## config.mk

```make
export PLATFORM = sky130hd
export DESIGN_NAME = ro_freq_counter
export DESIGN_NICKNAME = d
export VERILOG_FILES = /design/src/rtl/ro_freq_counter.sv
export SDC_FILE = /design/constraint.sdc
export NUM_CORES = 1
export LEC_CHECK = 0
export BUFFER_PORTS_ARGS = -buffer_cell sky130_fd_sc_hd__buf_2
export CORE_MARGIN = 10
export CORE_UTILIZATION = 52
export DETAILED_ROUTE_END_ITERATION = 12
export PLACE_DENSITY = 0.75
export SYNTH_ARGS = -nofsm -noshare
export SYNTH_HDL_FRONTEND = slang
export SYNTH_SLANG_ARGS = --single-unit
export TNS_END_PERCENT = 5
```

## constraint.sdc

```tcl
create_clock -name i_clk -period 1.9 [get_ports i_clk]
set_input_delay 0.095 -clock i_clk [delete_from_list [all_inputs] [get_ports i_clk]]
set_output_delay 0.095 -clock i_clk [all_outputs]
set_load 0.05 [all_outputs]
```

## src/rtl/ro_freq_counter.sv

```systemverilog
// Ring-oscillator frequency counter: enables the ring, waits a warm-up period, then counts
// synchronised rising edges over a programmable clk window. Define RO_CNT_SAT_EN to saturate.
module ro_freq_counter #(
    parameter int unsigned CNT_W         = 16,
    parameter int unsigned WIN_W         = 16,
    parameter int unsigned SYNC_STAGES   = 2,
    parameter int unsigned WARMUP_CYCLES = 8
) (
    input  logic             i_clk,
    input  logic             i_rst_n,
    input  logic             i_start,
    input  logic [WIN_W-1:0] i_window_len,
    input  logic             i_osc_in,
    output logic             o_osc_enable,
    output logic             o_busy,
    output logic             o_done,
    output logic [CNT_W-1:0] o_count,
    output logic             o_overflow
);

    localparam int unsigned WARM_W = (WARMUP_CYCLES > 1) ? $clog2(WARMUP_CYCLES) : 1;
    localparam logic [WARM_W-1:0] WARM_LOAD = WARM_W'(WARMUP_CYCLES - 1);
    localparam logic [CNT_W-1:0]  CNT_MAX   = '1;

    typedef enum logic [1:0] {StIdle, StWarmup, StCount, StDone} state_t;

    state_t                 r_state;
    logic [SYNC_STAGES-1:0] r_sync;
    logic                   r_sync_prev;
    logic [WIN_W-1:0]       r_win;
    logic [WARM_W-1:0]      r_warm;
    logic [CNT_W-1:0]       r_acc;
    logic                   r_ovf;
    logic                   r_osc_en;
    logic                   r_busy;
    logic                   r_done;
    logic [CNT_W-1:0]       r_count;
    logic                   r_overflow;

    logic                   w_sync_out;
    logic                   w_rise;
    logic                   w_acc_at_max;
    logic [CNT_W-1:0]       w_acc_inc;
    logic [CNT_W-1:0]       w_acc_next;
    logic                   w_ovf_next;
    logic [WIN_W-1:0]       w_win_load;

    assign w_sync_out   = r_sync[SYNC_STAGES-1];
    assign w_rise       = w_sync_out & ~r_sync_prev;
    assign w_acc_at_max = (r_acc == CNT_MAX);
`ifdef RO_CNT_SAT_EN
    assign w_acc_inc    = w_acc_at_max ? r_acc : r_acc + CNT_W'(1);
`else
    assign w_acc_inc    = r_acc + CNT_W'(1);
`endif
    assign w_acc_next   = w_rise ? w_acc_inc : r_acc;
    // Flag is sticky for the whole measurement once an increment hits the max value.
    assign w_ovf_next   = r_ovf | (w_rise & w_acc_at_max);
    assign w_win_load   = (i_window_len == '0) ? WIN_W'(1) : i_window_len;

    always_ff @(posedge i_clk) begin
        if (!i_rst_n) begin
            r_state     <= StIdle;
            r_sync      <= '0;
            r_sync_prev <= 1'b0;
            r_win       <= '0;
            r_warm      <= '0;
            r_acc       <= '0;
            r_ovf       <= 1'b0;
            r_osc_en    <= 1'b0;
            r_busy      <= 1'b0;
            r_done      <= 1'b0;
            r_count     <= '0;
            r_overflow  <= 1'b0;
        end else begin
            r_sync      <= {r_sync[SYNC_STAGES-2:0], i_osc_in};
            r_sync_prev <= w_sync_out;
            r_done      <= 1'b0;
            unique case (r_state)
                StIdle: begin
                    if (i_start) begin
                        r_state  <= StWarmup;
                        r_win    <= w_win_load;
                        r_warm   <= WARM_LOAD;
                        r_acc    <= '0;
                        r_ovf    <= 1'b0;
                        r_osc_en <= 1'b1;
                        r_busy   <= 1'b1;
                    end
                end
                StWarmup: begin
                    if (r_warm == '0) begin
                        r_state <= StCount;
                    end else begin
                        r_warm <= r_warm - WARM_W'(1);
                    end
                end
                StCount: begin
                    r_acc <= w_acc_next;
                    r_ovf <= w_ovf_next;
                    // Publish the result together with the move to DONE so it is valid with done.
                    if (r_win == WIN_W'(1)) begin
                        r_state    <= StDone;
                        r_osc_en   <= 1'b0;
                        r_done     <= 1'b1;
                        r_count    <= w_acc_next;
                        r_overflow <= w_ovf_next;
                    end else begin
                        r_win <= r_win - WIN_W'(1);
                    end
                end
                StDone: begin
                    r_state <= StIdle;
                    r_busy  <= 1'b0;
                end
                default: r_state <= StIdle;
            endcase
        end
    end

    assign o_osc_enable = r_osc_en;
    assign o_busy       = r_busy;
    assign o_done       = r_done;
    assign o_count      = r_count;
    assign o_overflow   = r_overflow;

endmodule

```

==> summary.md, run 1 <==
| Metric | Value |
|---|---|
| Final Max Tran Viols | `0` |
| Hpwl dp | `around 5500 um` |
| Die Ht | `99.2 um` |
| Via/cell ratio | `roughly 5.8` |
| Status | `complete, no violations` |
| Worst slack, placed | `0.0770 ns` |
| Clock H-tree levels | `3` |
| Clock Skew | `~0.0071 ns` |
| Initial antenna violation count | `0` |
| Critical path endpoint category | `flip-flop` |
| Post-synthesis mux area share | `0.613%` |
| Later-pin clock latency in the skew report | `approximately 0.34 ns` |
| Pre-antenna DRT Iters | `4` |
| Max IR drop VDD | `between 0.0008 and 0.0009 V` |
| EDFF count, synth | `0` |
| Width of the die | `around 99 um` |
| WP data required | `roughly 2.1 ns` |
| Total congestion overflow | `0` |
| Crit path max fanout | `25` |
| Post-Layout Cell Count | `about 530` |
| Hold depth | `3` |
| Slew headroom | `between 60% and 70%` |
| Root cell of the clock tree | `clkbuf_8` |
| # DRC | `0` |
| Placed cells | `slightly above 500` |
| CTS clock-pin slew for the worst setup and hold paths | `0.07 ns` |
| Clk buf depth | `2` |
| Yosys reg bits | `just over 60` |
| Nets | `482` |
| Clock sink total | `a little over 60` |
| Synth Area in Adders | `3.45%` |
| Fin crit share | `93.8%` |
| Routed via count | `~3100` |
| Num rows | `28` |
| P_leak | `~1.5 nW` |
| Fraction of layout cells with a size suffix above 1 | `~22%` |
| GRT Overall Usage | `around 16%` |
| IO buf count | `39` |
| Via count of the first global-routing pass | `a little under 3000` |
| Final setup fails | `0` |
| Fin area | `3890 sq um` |
| Max Freq | `0.561 GHz` |
| Cell Area, Placed | `~3600 sq um` |
| Max Cap Viol | `0` |
| Asr flop ratio synth | `0%` |
| Routed len/inst | `15.0 um` |
| Crit path arrival time | `approximately 2 ns` |
| Syn Inst Count | `399` |
| Synth Net Count | `~430` |
| First-pass GRT wire length | `13200 um` |
| Die area | `between 9000 and 10000 sq um` |
| Final Hold Vio Count | `0` |
| Ys flop type | `dfxtp_1` |
| Combinational family with the most area after synthesis | `simple AND/OR/NAND/NOR gates` |
| Hold crit path type | `input port to flip-flop` |
| TritonCTS clock tree | `yes` |
| Core Area | `about 6000 sq um` |
| Crit start category | `flip-flop` |
| P per Cell Area | `1320 nW/um^2` |
| WHS | `~0.056 ns` |
| Register area share after synthesis | `between 30% and 40%` |
| Cts bufs inserted | `9` |
| Antenna violation net count after detailed routing | `0` |
| Crit Path Class | `flip-flop to flip-flop` |
| Area growth syn-to-layout | `19.1%` |
| Largest net degree at the start of global routing | `50` |
| Cells on worst reg2reg path | `9` |
| Post-Synth Simple-Gate Area | `25.9%` |
| Final wirelength | `~8000 um` |
| Initial Util | `between 50% and 60%` |
| Synth Area in XOR/XNOR | `4.02%` |
| 1st-iter DRT viols | `around 170` |
| RSZ-0062 raised after global routing | `yes` |
| Post-synthesis cell type count | `57` |
| Compound-gate portion of the synthesized area | `~24%` |
| I/O pins | `40` |
| Placer Congestion | `about 0.88` |
| Synth Warn # | `0` |
| Final WS setup | `about 0.12 ns` |
| Diode count | `0` |
| Worst Tran Pin Value | `0.553 ns` |
| Syn_area_per_cell | `8.18 sq um` |
| Mapped Area | `between 3000 and 4000 sq um` |
| Minimum clock period | `around 1.8 ns` |
==> synth_stat cells (7+ instances only) <==
cell	number	area, sq um
nand2_1	39	146
xnor2_1	7	61.3
nor2_1	41	154
nand3_1	14	70.1
a31oi_1	8	50.1
ha_1	9	113
a21oi_1	41	205
o32ai_1	8	70.1
clkbuf_1	15	56.3
or3_1	9	56.3
nor3_1	11	55.1
dfxtp_1	61	1220
inv_1	12	45.0
xor2_1	8	70.1
o21ai_0	18	90.1
a211oi_1	14	105
==> metrics by stage <==
step                TNS (ns)  power [W]  util, %
finish                     0    0.00513     64.6
global route         -0.0476    0.00550     64.6
CTS                        0    0.00501     63.5
detailed placement         0    0.00398     60.4
global placement           0    0.00393     60.4
floorplan                  0    0.00329        -
==> routing by layer <==
layer | share of wire (%) | track usage [%] | vias to the layer above
met5 | 0 | 0 | -
met4 | 2.1 | 7.94 | 0
met3 | 7.0 | 3.81 | 12
met2 | 45 | 24.6 | 83
met1 | 46 | 20.2 | 1422
li1 | - | - | 1564
==> layout make-up <==
cell class                 count  area [sq um]
inverter                      12          45.0
multi-input combinational    303          1930
timing repair buffer          66           425
sequential                    61          1220
clock buffer                  10           138
tap                           75          93.8
fill                         547          2140
clock inverter                 6          38.8
==> what timing repair did <==
| item | 4_1_cts | 5_1_grt |
|---|---|---|
| setup endpoints to repair | 0 | 22 |
| setup buffers | 0 | 4 |
| gates resized for setup | 0 | 9 |
| hold endpoints to repair | 1 | 0 |
| hold buffers | 1 | 0 |
==> sequential cells by signal, summed over array words and instances, names as in the netlist <==
| name | cells |
|---|---|
| r_state | 2 |
| r_sync | 2 |
| r_ovf | 1 |
| o_count | 16 |
| o_busy | 1 |
| o_overflow | 1 |
| r_win | 16 |
| r_warm | 3 |
| o_osc_enable | 1 |
| r_sync_prev | 1 |
| o_done | 1 |
| r_acc | 16 |
==> final timing paths <==
kind | startpoint | to | slack (ns)
max | r_state[0] | r_win[5] | 0.12
min reg2reg | r_sync[0] | r_sync[1] | 0.45
min | i_start | o_osc_enable | 0.06
max reg2reg | r_state[0] | r_win[5] | 0.12
==> kinds of logic after synthesis <==
| logic type | count (synthesis) |
|---|---|
| and+or+nand+nor | 157 |
| muxes | 2 |
| buffers and inverters | 35 |
| xor gates and xnor gates | 15 |
| DFF | 61 |
| AOI/OAI and AO/OA | 120 |
| adders and majority gates | 9 |
==> cells in the final DEF, fill, tap and decap left out, drive strengths merged, types with 10 or more instances in the layout <==
cell / n
clkbuf: 10
nand2: 40
nor2: 42
a21oi: 41
nor3: 13
inv: 12
o21ai: 19
a211oi: 14
nand3: 16
dfxtp: 61
buf: 65
==> worst max-delay path: stages (launching register included) <==
cell      delay (ns)
dfxtp_1         0.33
inv_1           0.10
ha_2            0.22
inv_1           0.10
o21ai_0         0.18
buf_4           0.19
o21ai_4         0.07
buf_12          0.16
o211ai_1        0.18
o31ai_1         0.10
==> power breakdown <==
group,leakage [nW],internal [W],switching [W]
logic,0.961,0.000978,0.00145
clock network,0.0880,0.000503,0.000529
registers,0.497,0.00147,0.000194
(Power assumes the default switching activity.)
==> run 2: changes to the inputs <==
--- a/config.mk
+++ b/config.mk
@@ -9,6 +9,7 @@
 export CORE_MARGIN = 10
 export CORE_UTILIZATION = 52
 export DETAILED_ROUTE_END_ITERATION = 12
+export MAX_ROUTING_LAYER = met4
 export PLACE_DENSITY = 0.75
 export SYNTH_ARGS = -nofsm -noshare
 export SYNTH_HDL_FRONTEND = slang
==> summary.md, run 2 (synthesized netlist as in run 1, its figures left out) <==
| Metric | Value |
|---|---|
| Status | `complete, no violations` |
| Cts bufs inserted | `9` |
| WP data required | `about 2.1 ns` |
| Die Ht | `99.2 um` |
| Placer Congestion | `just under 0.9` |
| Pre-antenna DRT Iters | `4` |
| Minimum clock period | `1.78 ns` |
| Max Cap Viol | `0` |
| Hold Path End | `o_osc_enable` |
| Initial antenna violation count | `0` |
| Die area | `slightly below 10000 sq um` |
| Most frequent cells in the layout | `60 x dfxtp_1, 41 x nor2_1, 41 x a21oi_1` |
| Max IR drop VDD | `between 0.0008 and 0.0009 V` |
| IO buf count | `39` |
| Fraction of layout cells with a size suffix above 1 | `about 22%` |
| Fin crit share | `93.6%` |
| CTS clock-pin slew for the worst setup and hold paths | `around 0.07 ns` |
| Hold Crit Start | `i_start` |
| Critical path endpoint category | `flip-flop` |
| RSZ-0062 raised after global routing | `yes` |
| Later-pin clock latency in the skew report | `0.34 ns` |
| Final Max Tran Viols | `0` |
| Crit Path Class | `flip-flop to flip-flop` |
| Worst R2R Setup Slack | `between 0.1 and 0.15 ns` |
| Via count of the first global-routing pass | `a little under 3000` |
| Hpwl dp | `roughly 5500 um` |
| Area growth syn-to-layout | `19.1%` |
| R2R Path End | `r_win[5]` |
| 1st-iter DRT viols | `around 170` |
| Core Util, Final | `roughly 65%` |
| Largest net degree at the start of global routing | `50` |
| Final setup fails | `0` |
| Slew headroom | `62.8%` |
| Nets | `a little under 500` |
| Cells on worst reg2reg path | `9` |
| Commonest non-fill, non-tap cell in the layout | `dfxtp_1` |
| Clock Skew | `slightly below 0.008 ns` |
| Crit start category | `flip-flop` |
| Hold depth | `3` |
| Width of the die | `about 99 um` |
| Filler cells | `~550` |
| I/O pins | `40` |
| Worst Tran Pin Value | `about 0.56 ns` |
| Root cell of the clock tree | `clkbuf_8` |
| WHS | `slightly below 0.06 ns` |
| First-pass GRT wire length | `between 10000 and 15000 um` |
| Antenna violation net count after detailed routing | `0` |
| P_leak | `~1.5 nW` |
| GRT Overall Usage | `16.4%` |
| Clock sink total | `61` |
| Routed via count | `about 3100` |
| Crit path max fanout | `25` |
| Final wirelength | `~8000 um` |
| Core Area | `between 6000 and 7000 sq um` |
| # DRC | `0` |
| Multi-input logic area | `just under 2000 sq um` |
| Worst slack, placed | `~0.077 ns` |
| Crit path arrival time | `1.98 ns` |
| Power, Total | `between 0.005 and 0.006 W` |
| Max Freq | `0.563 GHz` |
| Area taken by flip-flops and latches | `1220 sq um` |
| Setup TNS | `0 ns` |
| Final Hold Vio Count | `0` |
| Via/cell ratio | `between 5 and 6` |
| Initial Util | `between 50% and 60%` |
| Final WS setup | `0.122 ns` |
| Clock H-tree levels | `3` |
| P per Cell Area | `between 1000 and 1500 nW/um^2` |
| Total congestion overflow | `0` |
| Clk buf depth | `2` |
| TritonCTS clock tree | `yes` |
| Diode count | `0` |
| Worst reg2reg startpoint | `r_state[0]` |
| Hold crit path type | `input port to flip-flop` |
| Routed len/inst | `between 15 and 20 um` |
| Num rows | `28` |
==> run 2: layout make-up <==
cell class	instances	area share (%)
multi-input combinational	303	49.5
sequential	61	31.4
timing repair buffer	66	10.9
clock buffer	10	3.54
tap	75	2.41
inverter	12	1.16
clock inverter	6	0.997
==> run 2: worst max-delay path, stage by stage (launching register included) <==
cell and delay [ns]:
dfxtp_1 0.33, inv_1 0.10, ha_2 0.22, inv_1 0.10, o21ai_0 0.18, buf_4 0.19
o21ai_4 0.07, buf_12 0.16, o211ai_1 0.18, o31ai_1 0.10
==> run 2: how the worst max path moves through the flow <==
stage / startpoint / endpoint / depth (start not counted)
after CTS: r_state[0] / r_win[5] / 9
after detailed placement: r_state[0] / r_win[5] / 9
final: r_state[0] / r_win[5] / 9
after global placement: r_acc[0] / r_acc[12] / 6
after global routing: r_state[0] / r_win[13] / 8
after floorplan: r_state[0] / r_acc[1] / 8
==> run 2: what timing repair did <==
item,CTS,global route
endpoints found under the setup margin,0,22
endpoints found under the hold margin,1,0
gates resized for setup,0,9
hold buffers,1,0
setup buffers,0,4
==> run 2: stage by stage <==
step                std cells  area [sq um]
floorplan                 399          3270
global placement          512          3640
detailed placement        512          3640
CTS                       529          3830
global route              533          3890
finish                    533          3890
==> run 2: layer usage <==
| layer | GRT usage (%) | up-vias | wire (um) |
|---|---|---|---|
| met5 | - | - | 0 |
| met1 | 20.4 | 1431 | 3740 |
| met2 | 24.6 | 82 | 3650 |
| met4 | 7.94 | 0 | 117 |
| li1 | - | 1568 | - |
| met3 | 3.46 | 10 | 488 |
==> run 2: where the power goes <==
group | internal [W] | total [W] | leakage (nW) | switching, W
Combinational | 0.000978 | 0.00243 | 0.961 | 0.00145
Sequential | 0.00147 | 0.00167 | 0.497 | 0.000192
Clock | 0.000503 | 0.00103 | 0.0880 | 0.000527
Total | 0.00296 | 0.00513 | 1.55 | 0.00217
==> run 3: changes to the inputs <==
--- a/config.mk
+++ b/config.mk
@@ -7,10 +7,10 @@
 export LEC_CHECK = 0
 export BUFFER_PORTS_ARGS = -buffer_cell sky130_fd_sc_hd__buf_2
 export CORE_MARGIN = 10
-export CORE_UTILIZATION = 52
+export CORE_UTILIZATION = 60
 export DETAILED_ROUTE_END_ITERATION = 12
 export MAX_ROUTING_LAYER = met4
-export PLACE_DENSITY = 0.75
+export PLACE_DENSITY = 0.82
 export SYNTH_ARGS = -nofsm -noshare
 export SYNTH_HDL_FRONTEND = slang
 export SYNTH_SLANG_ARGS = --single-unit
==> constraint.sdc (replaced) <==
create_clock -name i_clk -period 2.1 [get_ports i_clk]
set_input_delay 0.105 -clock i_clk [delete_from_list [all_inputs] [get_ports i_clk]]
set_output_delay 0.105 -clock i_clk [all_outputs]
set_load 0.05 [all_outputs]
==> summary.md, run 3 (synthesized netlist as in run 1, its figures left out) <==
| Metric | Value |
|---|---|
| Via/cell ratio | `between 6 and 7` |
| Fin area | `3840 sq um` |
| Commonest non-fill, non-tap cell in the layout | `dfxtp_1` |
| P_leak | `1.49 nW` |
| Max IR drop VDD | `0.000818 V` |
| TritonCTS clock tree | `yes` |
| Routed via count | `about 3100` |
| Status | `complete, no violations` |
| Die area | `just under 9000 sq um` |
| Final Hold Vio Count | `0` |
| Antenna violation net count after detailed routing | `0` |
| P per Cell Area | `about 1200 nW/um^2` |
| Biggest cell delay along the critical path | `around 0.45 ns` |
| Clock sink total | `about 60` |
| # DRC | `0` |
| Pre-antenna DRT Iters | `5` |
| Final wirelength | `between 8000 and 9000 um` |
| Crit path max fanout | `29` |
| Core Util, Final | `between 70 and 80%` |
| Minimum clock period | `roughly 1.9 ns` |
| Switch share | `approximately 40%` |
| Clock H-tree levels | `3` |
| Nets | `approximately 470` |
| CTS clock-pin slew for the worst setup and hold paths | `about 0.070 ns` |
| 1st-iter DRT viols | `around 420` |
| Slew headroom | `between 60% and 70%` |
| Crit start category | `flip-flop` |
| Switch Pwr | `slightly below 0.002 W` |
| Delay-heaviest family, CP | `compound AO/OA/AOI/OAI gates` |
| GRT Overall Usage | `between 10% and 20%` |
| Number of buffers added for setup after CTS | `0` |
| Width of the die | `93.8 um` |
| Cell Area, Placed | `3600 sq um` |
| Final Max Tran Viols | `0` |
| IO buf count | `39` |
| Num rows | `26` |
| WP data required | `approximately 2.4 ns` |
| Max Freq | `~0.53 GHz` |
| Max stage delay cell, worst path | `o21a_1` |
| Worst Tran Pin Value | `approximately 0.56 ns` |
| Area growth syn-to-layout | `17.5%` |
| Routed len/inst | `between 15 and 20 um` |
| Logic gate share of total power | `between 40% and 50%` |
| Cts bufs inserted | `9` |
| Clk buf depth | `2` |
| Largest net degree at the start of global routing | `50` |
| Worst path cell trace | `inv_1, ha_1, inv_1, buf_4, o21a_1, a21oi_1, nand2b_1, a21oi_1` |
| Clock Skew | `0.00634 ns` |
| Core Area | `approximately 5200 sq um` |
| Max Cap Viol | `0` |
| Final setup fails | `0` |
| Initial antenna violation count | `0` |
| Hpwl dp | `5450 um` |
| Crit Path Class | `flip-flop to flip-flop` |
| Clock power share | `about a quarter` |
| Placer Congestion | `approximately 0.86` |
| Via count of the first global-routing pass | `around 3000` |
| First-pass GRT wire length | `13900 um` |
| Setup TNS | `0 ns` |
| I/O pins | `40` |
| Later-pin clock latency in the skew report | `~0.34 ns` |
| CP bufs+invs | `3` |
| RSZ-0062 raised after global routing | `no` |
| Die Ht | `roughly 94 um` |
| Crit path arrival time | `about 2.2 ns` |
| Reg power frac | `31.5%` |
| P_int | `about 0.0028 W` |
| Fraction of layout cells with a size suffix above 1 | `around 20%` |
| Total congestion overflow | `0` |
| Hold crit path type | `input port to flip-flop` |
| Fin crit share | `roughly nine tenths` |
| Diode count | `0` |
| Root cell of the clock tree | `clkbuf_8` |
| Most frequent cells in the layout | `61 x dfxtp_1, 41 x nor2_1, 41 x a21oi_1` |
| Critical path endpoint category | `flip-flop` |
| Initial Util | `between 60% and 70%` |
run 3: cell count changes in the layout (fill, tap and decap cells not counted), moves of 2 or more:
| cell | delta |
|---|---|
| ha_1 | +2 |
| ha_2 | -2 |
| buf_4 | -8 |
| bufinv_16 | +2 |
| clkinv_2 | -2 |
run 3: stage by stage:
| stage | hold WS, ns | instances | total power [W] | setup slack, ns |
|---|---|---|---|---|
| CTS | 0.0618 | 519 | 0.00474 | 0.129 |
| floorplan | 0.232 | 399 | 0.00298 | 0.281 |
| detailed placement | 0.317 | 503 | 0.00358 | -0.0151 |
| global route | 0.0913 | 519 | 0.00511 | 0.0681 |
| global placement | 0.316 | 503 | 0.00354 | 0.157 |
| finish | 0.0810 | 519 | 0.00478 | 0.221 |
run 3: worst paths after layout:
path | end | startpoint | depth (start not counted) | slack [ns]
worst min-delay path | o_osc_enable | i_start | 3 | 0.08
worst min register to register | r_sync[1] | r_sync[0] | 1 | 0.44
worst max-delay path | r_acc[3] | r_state[0] | 8 | 0.22
worst max register to register | r_acc[3] | r_state[0] | 8 | 0.22
run 3: worst reg2reg max path, delay by kind of cell, from the launching register on:
kind | cells | cell delay [ns]
flip-flops | 1 | 0.33
AND/OR/NAND/NOR | 1 | 0.16
adder cells (fa/ha/maj) | 1 | 0.21
buffers and inverters | 3 | 0.47
AO/OA/AOI/OAI | 3 | 0.64
run 3: layer usage:
layer  GRT usage (%)  vias up  routed length [um]
li1                -     1555                   -
met1            24.6     1416                3770
met2            29.7      150                3750
met3            4.08       21                 591
met4            9.11        0                 136
met5               -        -                   0
run 3: final cells by class:
class / instances / area [sq um]
flip-flops and latches: 61 / 1220
clock inverters: 4 / 72.6
clock buffers: 11 / 141
repair buffers: 58 / 365
well taps: 70 / 87.6
inverters: 12 / 45.0
multi-input cells: 303 / 1900
fillers: 399 / 1370
run 3: power groups by stage:
stage,sequential (W),clock [W],combinational (W)
after floorplan,0.00155,0,0.00143
after global placement,0.00151,0,0.00203
after detailed placement,0.00152,0,0.00206
after CTS,0.00150,0.00116,0.00209
after global routing,0.00152,0.00120,0.00238
final,0.00150,0.00114,0.00214
run 3: timing repair:
| item | 4_1_cts | 5_1_grt |
|---|---|---|
| hold endpoints to repair | 1 | 0 |
| setup endpoints to repair | 6 | 14 |
| pin swaps | 0 | 1 |
| resized for setup | 1 | 3 |
| hold buffers | 1 | 0 |
